**src/rtl/mem_port_arbiter_pkg.sv**
```systemverilog
// Shared types for the fetch/data memory-port arbiter: FSM states, owner
// encoding and the default starvation threshold.
package my_pkg;

  typedef enum logic [1:0] {
    IDLE     = 2'd0,
    WAIT_GNT = 2'd1,
    WAIT_R   = 2'd2
  } arb_state_t;

  typedef enum logic {
    OWN_IF = 1'b0,
    OWN_DM = 1'b1
  } owner_t;

  localparam int unsigned STARVE_MAX_DEFAULT = 8;

endpackage

```
**src/rtl/mem_port_arbiter.sv**
```systemverilog
// Arbitrates instruction fetch and data accesses onto one single-port memory,
// one transaction in flight. Build macro ARB_STARVE_EN adds fetch anti-starvation.
//
// state    | meaning
// ---------+-----------------------------------------------------------------
// IDLE     | no transaction; selected request is issued to memory this cycle
// WAIT_GNT | request issued, memory has not granted; mem_* held from latches
// WAIT_R   | read granted, waiting for mem_rvalid to return data to owner
module mem_port_arbiter
  import my_pkg::*;
#(
  parameter int unsigned ADDR_W     = 32,
  parameter int unsigned DATA_W     = 32,
  parameter int unsigned STARVE_MAX = STARVE_MAX_DEFAULT
) (
  input  logic                clk,
  input  logic                rst_n,

  input  logic                if_req,
  input  logic [ADDR_W-1:0]   if_addr,
  output logic                if_gnt,
  output logic                if_rvalid,
  output logic [DATA_W-1:0]   if_rdata,

  input  logic                dm_req,
  input  logic                dm_we,
  input  logic [ADDR_W-1:0]   dm_addr,
  input  logic [DATA_W-1:0]   dm_wdata,
  input  logic [DATA_W/8-1:0] dm_be,
  output logic                dm_gnt,
  output logic                dm_rvalid,
  output logic [DATA_W-1:0]   dm_rdata,

  output logic                mem_req,
  output logic                mem_we,
  output logic [ADDR_W-1:0]   mem_addr,
  output logic [DATA_W-1:0]   mem_wdata,
  output logic [DATA_W/8-1:0] mem_be,
  input  logic                mem_gnt,
  input  logic                mem_rvalid,
  input  logic [DATA_W-1:0]   mem_rdata,

  output logic                stall_if,
  output logic                stall_mem
);

  localparam int unsigned BE_W = DATA_W / 8;

  arb_state_t          state_q, state_d;
  owner_t              owner_q, cur_owner, sel_owner;
  logic                lat_we_q;
  logic [ADDR_W-1:0]   lat_addr_q;
  logic [DATA_W-1:0]   lat_wdata_q;
  logic [BE_W-1:0]     lat_be_q;
  logic                issue;
  logic                starve_force;

  assign issue     = (state_q == IDLE) && (if_req || dm_req);
  assign sel_owner = (if_req && (!dm_req || starve_force)) ? OWN_IF : OWN_DM;

  always_comb begin
    state_d   = state_q;
    cur_owner = owner_q;
    mem_req   = 1'b0;
    mem_we    = lat_we_q;
    mem_addr  = lat_addr_q;
    mem_wdata = lat_wdata_q;
    mem_be    = lat_be_q;
    if_gnt    = 1'b0;
    dm_gnt    = 1'b0;
    if_rvalid = 1'b0;
    dm_rvalid = 1'b0;

    unique case (state_q)
      IDLE: begin
        if (if_req || dm_req) begin
          cur_owner = sel_owner;
          mem_req   = 1'b1;
          if (sel_owner == OWN_IF) begin
            mem_we    = 1'b0;
            mem_addr  = if_addr;
            mem_wdata = '0;
            mem_be    = '1;
          end else begin
            mem_we    = dm_we;
            mem_addr  = dm_addr;
            mem_wdata = dm_wdata;
            mem_be    = dm_be;
          end
          if (mem_gnt) state_d = mem_we ? IDLE : WAIT_R;
          else         state_d = WAIT_GNT;
        end
      end
      WAIT_GNT: begin
        mem_req = 1'b1;
        if (mem_gnt) state_d = lat_we_q ? IDLE : WAIT_R;
      end
      WAIT_R: begin
        if (mem_rvalid) begin
          state_d = IDLE;
          if (owner_q == OWN_IF) if_rvalid = 1'b1;
          else                   dm_rvalid = 1'b1;
        end
      end
      default: state_d = IDLE;
    endcase

    if (mem_req && mem_gnt) begin
      if (cur_owner == OWN_IF) if_gnt = 1'b1;
      else                     dm_gnt = 1'b1;
    end
  end

  always_ff @(posedge clk or negedge rst_n) begin
    if (!rst_n) begin
      state_q     <= IDLE;
      owner_q     <= OWN_IF;
      lat_we_q    <= 1'b0;
      lat_addr_q  <= '0;
      lat_wdata_q <= '0;
      lat_be_q    <= '0;
    end else begin
      state_q <= state_d;
      if (issue) begin
        owner_q     <= cur_owner;
        lat_we_q    <= mem_we;
        lat_addr_q  <= mem_addr;
        lat_wdata_q <= mem_wdata;
        lat_be_q    <= mem_be;
      end
    end
  end

  // Read data is shared; each requester qualifies it with its own rvalid.
  assign if_rdata  = mem_rdata;
  assign dm_rdata  = mem_rdata;
  assign stall_if  = if_req && !if_rvalid;
  assign stall_mem = dm_req && !(dm_we ? dm_gnt : dm_rvalid);

`ifdef ARB_STARVE_EN
  logic [3:0] starve_cnt_q;

  assign starve_force = (32'(starve_cnt_q) >= STARVE_MAX);

  // Counts IDLE cycles where a waiting fetch lost to data; saturates at 15.
  always_ff @(posedge clk or negedge rst_n) begin
    if (!rst_n) begin
      starve_cnt_q <= 4'd0;
    end else if (if_gnt) begin
      starve_cnt_q <= 4'd0;
    end else if (issue && if_req && (sel_owner == OWN_DM) && (starve_cnt_q != 4'hF)) begin
      starve_cnt_q <= starve_cnt_q + 4'd1;
    end
  end
`else
  assign starve_force = 1'b0;
`endif

endmodule
```
**config.mk**
```make
export PLATFORM = sky130hd
export DESIGN_NAME = mem_port_arbiter
export DESIGN_NICKNAME = d
export VERILOG_FILES = /design/src/rtl/mem_port_arbiter_pkg.sv /design/src/rtl/mem_port_arbiter.sv
export SDC_FILE = /design/constraint.sdc
export NUM_CORES = 1
export LEC_CHECK = 0
export ABC_CLOCK_PERIOD_IN_PS = 1890
export CAP_MARGIN = 20
export CORE_MARGIN = 5
export CORE_UTILIZATION = 30
export CTS_CLUSTER_DIAMETER = 150
export DETAILED_ROUTE_END_ITERATION = 10
export PLACE_DENSITY = 0.69
export SYNTH_ARGS = -nofsm -noshare
export SYNTH_HDL_FRONTEND = slang
export SYNTH_SLANG_ARGS = --single-unit
```
**constraint.sdc**
```tcl
create_clock -name clk -period 1.89 [get_ports clk]
set_input_delay 0.189 -clock clk [delete_from_list [all_inputs] [get_ports clk]]
set_output_delay 0.189 -clock clk [all_outputs]
set_load 0.05 [all_outputs]
```
==> Yosys cells after proc, flatten, opt, wreduce, memory -nomap -nowiden <==
Index checks and enable logic that the tools add are counted.
{ "totals": {"out_inout_bits": 140, "input_bits": 139, "reg_bits": 72, "word_cells": 59} }
{ "classes": {"n_reduce_logical": 11, "n_eq_ne": 5, "muxes": 37} }
{ "ops": {"columns": ["cell", "count"], "rows": [
  ["32-bit 2-to-1 mux", 6],
  ["1-bit 2-to-1 mux", 20],
  ["2-bit 2-to-1 mux", 6],
  ["4-bit 2-to-1 mux", 3],
  ["2-bit case mux with 3 select lines", 1],
  ["1-bit logical AND", 5],
  ["2-bit != test, second input constant", 2],
  ["1-bit logical NOT", 3],
  ["3-bit AND reduction", 1],
  ["2-bit by 1-bit == test with 1-bit output, second input constant", 1],
  ["2-bit == test, second input constant", 1],
  ["2-bit logical NOT", 1],
  ["2-bit by 1-bit != test with 1-bit output, second input constant", 1],
  ["1-bit case mux with 2 select lines", 1],
  ["1-bit logical OR", 1]
]} }

==> Longest topological paths before layout <==
{ "depth": {"word_depth": 10, "depth_mapped": 6, "mapped_depth_nobuf": 3} }

==> Worst setup path after synthesis <==
No wires, ideal clock.
{ "synth_path": {"kind": "register -> output", "startpoint": "register state_q[0]", "endpoint": "output port stall_if", "n_path_buf": 1, "arrival_ns": 2.777, "required_ns": 1.701, "path_slack_ns": -1.076, "path_stages_with_launch": 4, "path_cell_list": "dfrtp_1 > buf_4 > nor4bb_1 > nor2b_1"} }
{ "synth_between": {"elab_chain_cells": 4} }
{ "synth_lines": {"columns": ["item", "line", "rtl"], "rows": [
  ["start, declared", "mem_port_arbiter.sv:49", "arb_state_t state_q, state_d;"],
  ["start signal, assigned", "mem_port_arbiter.sv:123", "state_q <= state_d;"],
  ["2-bit == test", "mem_port_arbiter.sv:74", "unique case (state_q)"],
  ["1-bit 2-to-1 mux", "mem_port_arbiter.sv:74", null],
  ["named net if_rvalid", "mem_port_arbiter.sv:22", "output logic if_rvalid,"],
  ["1-bit logical NOT", "mem_port_arbiter.sv:137", "assign stall_if = if_req && !if_rvalid;"],
  ["1-bit logical AND", "mem_port_arbiter.sv:137", null],
  ["end, declared", "mem_port_arbiter.sv:43", "output logic stall_if,"]
]} }
The timed path passes the listed nets, and every way through them passes these cells.

==> Worst setup path in the final report <==
{ "layout_path": {"startpoint": "register state_q[0]", "endpoint": "output port mem_wdata[27]"} }
{ "layout_between": {"elab_chain_cells": 2} }
{ "layout_lines": {"columns": ["item", "line", "rtl"], "rows": [
  ["2-bit logical NOT", "mem_port_arbiter.sv:74", null],
  ["32-bit 2-to-1 mux", "mem_port_arbiter.sv:74", null],
  ["end, declared", "mem_port_arbiter.sv:37", "output logic [DATA_W-1:0] mem_wdata,"]
]} }
No other way between the ends.

==> flow_results.org <==
** Outcome
- Status :: finished, violations left
- Violations in the final reports :: setup timing

** Synthesis
- Sequential elements use 44.7% of the synthesized area.
- Net count of the mapped netlist :: 535
- For this run, the number of Yosys warnings is 0.
- Of all cell types, the one taking the most synthesized area is dfrtp_1.
- The most used flip-flop cell after synthesis is dfrtp_1.
- For this run, asynchronously set or reset flops after synthesis account for 100%.
- Post-synthesis sequential element count :: 72
- Syn avg cell area :: 10.2 µm²
- Summing every instance area after synthesis gives 4030 µm².
- In this run the biggest area consumer among cell types represents 44.7% of the synthesized area.
- Post-synth EDFFs :: 0
- Count of unique library cells instantiated by Yosys :: 25
- By count the netlist is led by 72 x dfrtp_1, 67 x buf_4, 66 x a22o_1.
- In the synthesized netlist, the number of instances is 396.
- Synth area leaders :: dfrtp_1 45%, a22o_1 14%, buf_4 12%
- Most common cell in the synthesized netlist :: dfrtp_1

** CTS
- For this design, the sink count on the clock tree is 72.
- Clock-pin slew was measured on the worst setup and hold paths at 60 ps.
- H-tree level count :: 3
- In this run the deepest clock path goes through 2 buffers.
- Clock tree from TritonCTS :: yes
- For the worst-skew pair, the clock arrives at the later sink with an insertion delay of 320 ps.
- The cell sitting at the root of the clock tree is a clkbuf_16.
- TritonCTS buffer count :: 9

** Timing
- Once routing completed, OpenROAD measured the worst setup slack at -138 ps.
- Setup repair after global routing could not meet its margin everywhere.
- Final setup violation count :: 66
- For the final database, setup skew stands at 9.08 ps.
- Least-Margin Pin Slew :: 502 ps
- The total count of max-transition violations in the final report is 0.
- Minimum clock period :: 2030 ps
- The worst pin sits at a relative slew slack of 66.5%.
- Hold Violations, Final :: 0
- Maximum clock rate :: 493 MHz
- Share of the clock period used by the worst path :: 107%

** Floorplanning
- Std-Cell Core Area :: 13200 µm²
- In this run the vertical extent of the chip is 126 µm.
- Die W :: 126 µm
- Pin placement for this block handled 279 I/O pins.
- Die ar. :: 15800 µm²
- Effective utilization at floorplan :: 30.5%
- In this run the core area contains 42 standard-cell rows.

** Critical path
- Kind of end point of the critical path :: output port
- Worst path slowest cell :: dfrtp_2
- Max incr delay on CP :: 450 ps
- Biggest fanout along the worst timing path :: 7
- The signal on the critical path passes through buf_4 -> nor2_4 -> buf_6 -> o21ai_4 -> clkbuf_16 -> a22o_4 -> buf_12.
- STA classifies the critical path startpoint as a flip-flop.
- Data on the critical path arrives at its endpoint at 1840 ps.
- Data required time at the worst endpoint :: 1700 ps
- The worst setup path is of the reg2out kind.

** Global route
- The number of antenna violations at the first check in global routing came to 0.
- Summed over all layers, the global routing overflow is 0.
- Across every metal layer, demand over resource in global routing totals 14.6%.
- Vias in the first global route :: 3691
- First-pass GRT wire length :: 19.1 mm
- Pin count of the biggest net entering global routing :: 59

** Detailed routing
- DRC errors left :: 0
- Via-per-instance ratio :: 5.00
- Drt first-iter violations :: 269
- Vias after detailed routing :: 3675
- The first detailed-routing pass ran for 4 iterations.
- Wires add up to 13.6 mm.
- Drt wl/cell :: 18.5 µm
- Once detail routing completed, the nets flagged for antenna violations numbered 0.

** Placed design
- Once placement completed, the tool counted placed cells totaling 689.
- After legalization and detailed placement, the total HPWL measured 9.00 mm.
- Number of buffers inserted by port buffering :: 182
- Global placer's final weighted congestion :: 0.764
- Post-place instance area :: 6500 µm²

** Power and ir drop
- Total leakage power :: 3.30 nW
- Worst voltage drop across the vdd grid :: 0.00104 V
- For this design the ratio of total power to cell area is 1780 nW/µm².

** Cells and area
- Relative to the synthesized area, the layout overhead comes to 87.3%.
- After the flow finishes, the layout carries non-filler instances totaling 735.
- The number of antenna diodes in the final layout is 0.
- Final standard cell area without fillers :: 7540 µm²
- The post-route netlist has 38.8% of its cells at a drive strength greater than 1.
- Net count, final :: 694

** Run
- Max-cap violations in this run came to 0.

** Hold path
- Class of the tightest hold or removal check :: in2out
routing by layer:
layer  wire length (µm)  global-route usage, %  up-vias
li1                   -                      -     1693
met1               5480                   17.0     1773
met2               6560                   23.2      162
met3               1270                   6.77       47
met4                304                   5.93        0
met5                  0                      0        -
critical path: cells and delay by family (launching register included):
family                 cells  cell delay (ps)
DFF                        1              450
and+or+nand+nor            1              110
buffers and inverters      4              610
AOI/OAI and AO/OA          2              340
final cells by class:
cell class	instances	area (µm²)
clock buffer	10	229
clock inverter	5	106
fill	1079	5650
inverter	33	124
multi-input combinational	195	1740
sequential	72	1800
tap	176	220
timing repair buffer	244	3320
cells by family (layout without fill, tap and decap cells):
| logic type | count (synthesis) | in the layout | synth area share (%) |
|---|---|---|---|
| muxes | 1 | 1 | 0.249 |
| AOI/OAI and AO/OA | 177 | 177 | 32.3 |
| buffers and inverters | 129 | 292 | 19.8 |
| DFF | 72 | 72 | 44.7 |
| and+or+nand+nor | 17 | 17 | 2.89 |
flip-flops by register name, indices dropped and copies added (netlist names):
name         cells
lat_addr_q      32
state_q          2
owner_q          1
lat_be_q         4
lat_we_q         1
lat_wdata_q     32
power breakdown:
group	total [mW]	switching, mW	internal (mW)
Sequential	2.54	0.351	2.19
Clock	1.92	0.632	1.28
Combinational	8.94	4.62	4.32
through the flow:
stage	worst slack, ps	total power, mW	util, %	hold WS, ps	TNS (ps)
6_report	-138	13.4	57.2	378	-6570
5_1_grt	-211	14.0	57.2	378	-12360
4_1_cts	-173	12.6	52.4	379	-8280
3_5_place_dp	-179	10.5	49.3	187	-8270
3_3_place_gp	-151	10.3	49.3	182	-7030
2_1_floorplan	-318	6.88	-	-107	-10180
worst paths after layout:
kind / slack [ps] / cells past startpoint / endpoint / startpoint
setup / recovery: -140 / 7 / mem_wdata[27] / state_q[0]
hold / removal: 380 / 0 / if_rdata[13] / mem_rdata[13]
setup reg to reg: 70 / 9 / lat_wdata_q[13] / state_q[0]
hold reg to reg: 500 / 1 / lat_be_q[2] / lat_be_q[2]
max in group asynchronous: 910 / 3 / lat_addr_q[18] / rst_n
min in group asynchronous: 390 / 2 / lat_wdata_q[18] / rst_n
layout by cell type (no fill, tap or decap), types with 2 or more instances in the layout:
cell type / n
o22a_1: 8
buf_8: 3
a22o_1: 52
o21ai_1: 11
nor2_1: 2
clkbuf_16: 16
clkdlybuf4s50_1: 104
nor2_4: 2
bufinv_16: 3
a22oi_2: 13
dfrtp_1: 70
a22o_4: 14
dfrtp_2: 2
o21ai_2: 23
nand2_1: 2
nor3_1: 2
inv_1: 33
a22oi_1: 19
buf_4: 32
buf_12: 80
o21ai_0: 32
buf_6: 15
repair_timing:
item,CTS,global route
setup endpoints to repair,71,73
setup buffers,2,18
hold endpoints to repair,36,0
gates resized for setup,48,56
pin swaps,3,15
cloned,0,11
hold buffers,1,0
Note: power is estimated with default switching activity, not from simulation.
